File: config.mk
export PLATFORM = sky130hd
export DESIGN_NAME = bt_move_ctrl
export DESIGN_NICKNAME = d
export VERILOG_FILES = /design/src/rtl/gobang_pkg.sv /design/src/rtl/bt_cursor_step.sv /design/src/rtl/bt_move_ctrl.sv
export SDC_FILE = /design/constraint.sdc
export NUM_CORES = 1
export LEC_CHECK = 0
export CAP_MARGIN = 25
export CORE_ASPECT_RATIO = 2
export CORE_MARGIN = 8
export CORE_UTILIZATION = 40
export DETAILED_ROUTE_END_ITERATION = 6
export DONT_BUFFER_PORTS = 1
export GPL_TIMING_DRIVEN = 0
export SYNTH_ARGS = -nofsm -noshare
export SYNTH_HDL_FRONTEND = slang
export SYNTH_SLANG_ARGS = --single-unit
File: constraint.sdc
create_clock -name clk -period 1.9 [get_ports clk]
set_input_delay 0.38 -clock clk [delete_from_list [all_inputs] [get_ports clk]]
set_output_delay 0.38 -clock clk [all_outputs]
set_load 0.005 [all_outputs]
File: src/rtl/gobang_pkg.sv
// rtl/gobang_pkg.sv - shared board size and Bluetooth command codes
package gobang_pkg;

    localparam int BOARD_N_DEF = 15;

    localparam logic [7:0] BTN_NOP   = 8'h00;
    localparam logic [7:0] BTN_UP    = 8'h01;
    localparam logic [7:0] BTN_DOWN  = 8'h02;
    localparam logic [7:0] BTN_LEFT  = 8'h03;
    localparam logic [7:0] BTN_RIGHT = 8'h04;
    localparam logic [7:0] BTN_PLACE = 8'h05;
    localparam logic [7:0] BTN_JUMP  = 8'h06;

    function automatic logic on_board(input logic [7:0] v, input logic [7:0] n);
        return v < n;
    endfunction

endpackage

File: src/rtl/bt_cursor_step.sv
// rtl/bt_cursor_step.sv - one-axis cursor step with wrap at both board edges
module bt_cursor_step #(
    parameter int BOARD_N = gobang_pkg::BOARD_N_DEF
) (
    input  logic [3:0] cur,
    input  logic       dir_inc,
    input  logic       dir_dec,
    output logic [3:0] next
);

    localparam logic [3:0] LAST = 4'(BOARD_N - 1);

    // Decrement wraps 0 -> LAST, increment wraps LAST -> 0, otherwise hold.
    always_comb begin
        next = cur;
        if (dir_dec) begin
            next = (cur == 4'd0) ? LAST : cur - 4'd1;
        end else if (dir_inc) begin
            next = (cur == LAST) ? 4'd0 : cur + 4'd1;
        end
    end

endmodule

File: src/rtl/bt_move_ctrl.sv
// rtl/bt_move_ctrl.sv - Bluetooth cursor/placement controller (optional BT_MOVE_TIMEOUT_EN)
module bt_move_ctrl #(
    parameter int BOARD_N     = gobang_pkg::BOARD_N_DEF,
    parameter int CENTER      = 7,
    parameter int TIMEOUT_CYC = 1000000
) (
    input  logic       clk,
    input  logic       rst,
    input  logic [7:0] x,
    input  logic [7:0] y,
    input  logic [7:0] btn,
    input  logic       valid,
    input  logic       place_ack,
    output logic [3:0] cursor_x,
    output logic [3:0] cursor_y,
    output logic       place_req,
    output logic       busy,
    output logic       err,
    output logic       drop
);
    import gobang_pkg::*;

    localparam logic [0:0] ST_IDLE     = 1'b0;
    localparam logic [0:0] ST_WAIT_ACK = 1'b1;

    localparam logic [7:0] N8  = 8'(BOARD_N);
    localparam logic [3:0] C4  = 4'(CENTER);

    logic [0:0] state;
    logic       cmd;
    logic       x_inc, x_dec, y_inc, y_dec;
    logic [3:0] x_step, y_step;
    logic       jump_ok;
    logic       to_hit;

    assign cmd     = valid && (state == ST_IDLE);
    assign x_inc   = cmd && (btn == BTN_RIGHT);
    assign x_dec   = cmd && (btn == BTN_LEFT);
    assign y_inc   = cmd && (btn == BTN_DOWN);
    assign y_dec   = cmd && (btn == BTN_UP);
    assign jump_ok = on_board(x, N8) && on_board(y, N8);

    bt_cursor_step #(.BOARD_N(BOARD_N)) u_step_x (
        .cur     (cursor_x),
        .dir_inc (x_inc),
        .dir_dec (x_dec),
        .next    (x_step)
    );

    bt_cursor_step #(.BOARD_N(BOARD_N)) u_step_y (
        .cur     (cursor_y),
        .dir_inc (y_inc),
        .dir_dec (y_dec),
        .next    (y_step)
    );

`ifdef BT_MOVE_TIMEOUT_EN
    localparam int TW = $clog2(TIMEOUT_CYC + 1);
    logic [TW-1:0] to_cnt;

    assign to_hit = (to_cnt == TW'(TIMEOUT_CYC - 1));

    // Wait-cycle counter: held at zero in IDLE so it starts clean on every WAIT_ACK entry.
    always_ff @(posedge clk or posedge rst) begin
        if (rst) begin
            to_cnt <= '0;
        end else if (state == ST_IDLE) begin
            to_cnt <= '0;
        end else begin
            to_cnt <= to_cnt + 1'b1;
        end
    end
`else
    logic unused_timeout;
    assign unused_timeout = |TIMEOUT_CYC;
    assign to_hit         = 1'b0;
`endif

    // Command decode, cursor update and placement handshake.
    always_ff @(posedge clk or posedge rst) begin
        if (rst) begin
            state     <= ST_IDLE;
            cursor_x  <= C4;
            cursor_y  <= C4;
            place_req <= 1'b0;
            busy      <= 1'b0;
            err       <= 1'b0;
            drop      <= 1'b0;
        end else begin
            err  <= 1'b0;
            drop <= 1'b0;
            if (state == ST_IDLE) begin
                if (valid) begin
                    case (btn)
                        BTN_NOP: ;
                        BTN_UP, BTN_DOWN, BTN_LEFT, BTN_RIGHT: begin
                            cursor_x <= x_step;
                            cursor_y <= y_step;
                        end
                        BTN_PLACE: begin
                            place_req <= 1'b1;
                            busy      <= 1'b1;
                            state     <= ST_WAIT_ACK;
                        end
                        BTN_JUMP: begin
                            if (jump_ok) begin
                                cursor_x <= x[3:0];
                                cursor_y <= y[3:0];
                            end else begin
                                err <= 1'b1;
                            end
                        end
                        default: err <= 1'b1;
                    endcase
                end
            end else begin
                drop <= valid;
                if (place_ack) begin
                    place_req <= 1'b0;
                    busy      <= 1'b0;
                    state     <= ST_IDLE;
                end else if (to_hit) begin
                    place_req <= 1'b0;
                    busy      <= 1'b0;
                    err       <= 1'b1;
                    state     <= ST_IDLE;
                end
            end
        end
    end

endmodule

==> impl_metrics.toml, run 1 <==
[outcome]
status = "finished clean"

[cells_and_area]
diodes = 0
drive_gt1_frac = 0.149
layout_common_cells = "11 x nand2_1, 10 x nor2_1, 9 x inv_1"
final_common_cell = "nand2_1"
area_delta_synth_final_pct = 9.97
num-nets-final = 171

[timing]
setup-tns-final_ns = 0
timing.final.ws_setup_ns = 0.0931
min_period_over_period = 0.951
drv_slew = 0
fin_crit_ns = 1.81
relSlewSlack = 0.679
fmax_mhz = 553
hold_violations = 0
skew_ns = 0.00542
worst_pin_slew_ns = 0.481
finalSetupViolations = 0
rsz0062_at_grt = "no"

[clock_network]
h-tree-depth = 1
cts_tree = "yes"
clk_pin_slew_worst_paths_ns = 0.06
cts.sinks = 12
cts-root-buf = "clkbuf_8"
ctsLongestPathBuffers = 2
cts_made_buffers = 3
insertion_delay_ns = 0.24

[pwr]
p_per_area_mw_per_mm2 = 706
irDropWorstVdd_mv = 0.389
intPower_uw = 585
p_leak_uw = 0.000527
p_sw_frac = 0.309
pwr-share-comb = 0.269
power_switching_uw = 262
clkPwrFrac = 0.339
finalPower_uw = 848
power_frac_seq = 0.392

[placed_design]
portBuffers = 0
pre_cts_ws_ns = 0.103
hpwl_mm = 2.19
gp_congestion = 0.710

[critical_path]
startpoint = "state"
slowest_stage = "dfrtp_1"
r2r_start = "state"
reg2reg_to = "cursor_x[3]"
worstPathMaxFanout = 6
cp-end-kind = "flip-flop"
critPathBufInv = 0
cp_num_cells = 4
r2r_cells = 4
critPathArrivalTime_ns = 1.93
cp_slowest_stage_delay_ns = 0.45
start_kind = "flip-flop"
cp.required_ns = 2.03
worstSetupPathType = "reg2reg"
crit_end = "cursor_x[3]"
r2r_setup_slack_ns = 0.09
crit_chain = "nor4b_4, nand2_1, a211o_2, mux2_4"
crit_family = "simple AND/OR/NAND/NOR gates"

[floorplan]
coreArea_sq_mm = 0.00267
fp.dieH_microns = 89.9
rows = 27
dieArea_sq_mm = 0.00476
fp.dieW_microns = 53.0
initial_core_util = 0.409
ios = 40

[routing]
wl_met3_microns = 381
postRouteAntennaNets = 0
wire_per_inst_microns = 17.2
wl_met2_mm = 1.22
m1WireLength_mm = 1.17
dr.pass1.iters = 4
vias = 1001
top_layer = "met4"
routed_wl_mm = 2.80
drc = 0
post_drt_via_cell_ratio = 6.14
drt_iter0_drc = 17

[logic_synthesis]
syn_inst = 128
synth_warnings = 0
synth_edf_count = 0
syn-num-nets = 164
ys_types = 41
syn-cell-area_sq_mm = 0.00109
synth_async_sr_flop_share = 1.00
ys_ff_latch = 12
synthFlopType = "dfstp_2"
yosysSeqAreaShare = 0.282
avgSynthCellArea_sq_um = 8.53

[global_route]
grt_pass1_wl_mm = 4.36
grt_use_total = 0.114
first_global_vias = 971
grt_max_degree = 13
antenna_found_initial = 0
overflow = 0

[job]
drv_cap = 0

[worst_hold_path]
hold_path_class = "in2async"
cell families (layout without fill, tap and decap cells):
family          count (synthesis)  count (layout)  share of synthesized area
compound gates                 41              41                      0.261
mux                             5               5                     0.0550
fa+ha+maj                       8               8                     0.0916
simple gates                   49              49                      0.255
flops                          12              12                      0.282
buf+inv                        13              19                     0.0550
registers in the layout, indices dropped and copies added, names as in the netlist:
register,count
cursor_y,4
drop,1
state,1
busy,1
err,1
cursor_x,4
area by class of cell:
cell class	count	area (sq um)
clock buffer	4	55.1
buffer	4	26.3
multi-input combinational	103	724
timing repair buffer	2	17.5
sequential	12	308
tap	29	36.3
inverter	9	33.8
fill	281	1470
through the flow:
stage,utilization,instances,cell area [sq um],hold WS [ns]
2_1_floorplan,-,128,1090,0.240
3_3_place_gp,0.423,157,1130,0.308
3_5_place_dp,0.423,157,1130,0.316
4_1_cts,0.444,161,1180,0.0545
5_1_grt,0.450,163,1200,0.0820
6_report,0.450,163,1200,0.0360
per-layer routing:
metal,vias to the layer above,global-route usage
met5,-,0
met4,0,0.0326
met3,4,0.0479
met2,44,0.172
met1,466,0.140
li1,487,-
how the worst min path moves through the flow:
stage | start | endpoint | slack [ns] | cells past startpoint
6_report | rst | cursor_y[3] | 0.04 | 1
5_1_grt | rst | cursor_y[3] | 0.08 | 1
4_1_cts | rst | cursor_y[3] | 0.05 | 1
3_5_place_dp | rst | cursor_y[3] | 0.32 | 1
3_3_place_gp | rst | cursor_y[3] | 0.31 | 1
2_1_floorplan | rst | busy | 0.24 | 1
power groups by stage:
stage                     clock network [uW]  registers (uW)  logic (uW)
after detailed placement                   0             344         212
final                                    287             333         228
after global routing                     305             339         261
after global placement                     0             342         203
after CTS                                290             340         212
after floorplan                            0             329         177
cell usage after synthesis (2+ instances only):
cell type,number,area share
a32o_1,2,0.018
dfrtp_1,6,0.14
and2_1,2,0.011
inv_1,9,0.031
nand4_1,3,0.017
a21o_1,2,0.014
o21ai_0,8,0.037
ha_1,8,0.092
clkbuf_1,2,0.0069
nand2b_1,5,0.029
o31ai_1,3,0.021
nand3_1,6,0.027
mux2i_1,3,0.027
dfstp_2,6,0.14
a21oi_1,8,0.037
nand2_1,11,0.038
nor4_1,2,0.011
nor3b_1,2,0.014
nor2_1,10,0.034
a31oi_1,5,0.029
mux2_4,2,0.027
o22ai_1,2,0.011
a21boi_0,2,0.014
and3b_1,2,0.016
repair_timing:
action | 4_1_cts | 5_1_grt
endpoints found under the setup margin | 0 | 3
endpoints found under the hold margin | 0 | 0
setup buffers | 0 | 2
hold buffers | 0 | 0
gates resized for setup | 0 | 2
Power figures use the tool's default switching activity.
==> inputs of run 2 (changes only) <==
Settings changed: CORE_MARGIN 8 to 1.5.
==> run 2 against run 1 <==
- combinational power decreased by 2%
- sequential power about the same
- flip-flop and latch count unchanged
- highest routed layer unchanged
==> impl_metrics.toml, run 2 (same netlist as run 1, synthesis figures left out) <==
[outcome]
status = "finished clean"

[placed_design]
hpwl_mm = 2.13
gp_congestion = 0.788
dpl-instance-area_sq_mm = 0.00113
pre_cts_ws_ns = 0.00208
portBuffers = 0

[critical_path]
r2r_start = "state"
start_kind = "flip-flop"
worstSetupPathType = "reg2reg"
slowest_stage = "dfrtp_1"
crit_end = "cursor_x[3]"
cp-end-kind = "flip-flop"
worstPathMaxFanout = 6
reg2reg_to = "cursor_x[3]"
crit_chain = "nor4b_4, nand2_1, a211o_2, mux2_4"
startpoint = "state"
cp_slowest_stage_delay_ns = 0.43
critPathArrivalTime_ns = 1.91
r2r_cells = 4
r2r_setup_slack_ns = 0.12
cp.required_ns = 2.03

[timing]
relSlewSlack = 0.686
finalSetupViolations = 0
worst_pin_slew_ns = 0.469
fin_crit_ns = 1.78
drv_slew = 0
skew_ns = 0.00145
timing.final.ws_setup_ns = 0.115
min_period_over_period = 0.939
setup-tns-final_ns = 0
fmax_mhz = 560
rsz0062_at_grt = "no"
hold_violations = 0

[cells_and_area]
area_delta_synth_final_pct = 10.1
final_common_cell = "nand2_1"
register_area_sq_um = 308
layout_common_cells = "11 x nand2_1, 10 x nor2_1, 9 x inv_1"
drive_gt1_frac = 0.158
reg_top3 = "cursor_x x4, cursor_y x4"
num-fill-cells = 268
fin_area_sq_mm = 0.00120
multiInputGateArea_sq_um = 732
num-nets-final = 170
diodes = 0

[routing]
wire_per_inst_microns = 16.8
drc = 0
routed_wl_mm = 2.71
postRouteAntennaNets = 0
vias = 1010
drt_iter0_drc = 17
post_drt_via_cell_ratio = 6.27
dr.pass1.iters = 4

[floorplan]
dieArea_sq_mm = 0.00307
coreArea_sq_mm = 0.00257
fp.dieH_microns = 76.9
initial_core_util = 0.425
fp.dieW_microns = 40.0
ios = 40
rows = 26

[global_route]
grt_pass1_wl_mm = 4.19
overflow = 0
grt_max_degree = 13
grt_use_total = 0.191
antenna_found_initial = 0
first_global_vias = 978

[pwr]
p_per_area_mw_per_mm2 = 694
p_leak_uw = 0.000521
irDropWorstVdd_mv = 0.350

[clock_network]
cts_tree = "yes"
clk_pin_slew_worst_paths_ns = 0.05
cts-root-buf = "clkbuf_8"
h-tree-depth = 1
cts_made_buffers = 3
cts.sinks = 12
insertion_delay_ns = 0.24
ctsLongestPathBuffers = 2

[job]
drv_cap = 0

[worst_hold_path]
hold_path_class = "in2async"
-- run 2: power breakdown --
group | internal [uW] | total [uW] | leakage, uW | switching [uW]
Combinational | 108 | 223 | 0.000352 | 116
Clock | 183 | 276 | 0.0000288 | 92.8
Sequential | 293 | 335 | 0.000140 | 41.7
Total | 584 | 834 | 0.000521 | 250
-- run 2: final cells by class --
cell class | instances | area share
repair buffers | 1 | 0.0104
plain buffers | 4 | 0.0219
flip-flops and latches | 12 | 0.256
well taps | 28 | 0.0291
inverters | 9 | 0.0281
multi-input cells | 103 | 0.609
clock buffers | 4 | 0.0458
-- run 2: how the worst min path moves through the flow --
stage / startpoint / endpoint / slack (ns) / cells after the start
after floorplan: rst / busy / 0.24 / 1
after global placement: rst / err / 0.31 / 1
after detailed placement: rst / err / 0.32 / 1
after CTS: rst / err / 0.06 / 1
after global routing: rst / err / 0.07 / 1
final: rst / err / 0.04 / 1
-- run 2: stage by stage --
stage | util | power, uW | cells | hold slack, ns
after floorplan | - | 505 | 128 | 0.240
after global placement | 0.439 | 544 | 156 | 0.312
after detailed placement | 0.439 | 553 | 156 | 0.321
after CTS | 0.460 | 836 | 160 | 0.0580
after global routing | 0.468 | 887 | 161 | 0.0737
final | 0.468 | 834 | 161 | 0.0365
-- run 2: routing by layer --
layer / global-route usage / vias to the layer above / routed length [microns]
met5: 0 / - / 0
met4: 0.0931 / 0 / 64
met3: 0.0462 / 6 / 177
met2: 0.334 / 33 / 1540
met1: 0.187 / 487 / 927
li1: - / 484 / -
-- run 2: critical path, delay by kind of cell (launching register included) --
kind / cells / cell delay [ns]
simple gates: 2 / 0.55
compound gates: 1 / 0.38
mux: 1 / 0.31
flops: 1 / 0.43
-- run 2: timing repair --
action	in CTS	in global routing
buffers inserted	0	1
hold buffers	0	0
gates resized for setup	0	3
setup endpoints to repair	0	4
==> inputs of run 3 (changes only) <==
Settings changed: CTS_CLUSTER_DIAMETER set to 100.
==> results of run 3 <==
No change in the layout: final DEF, timing and power equal those of run 2.
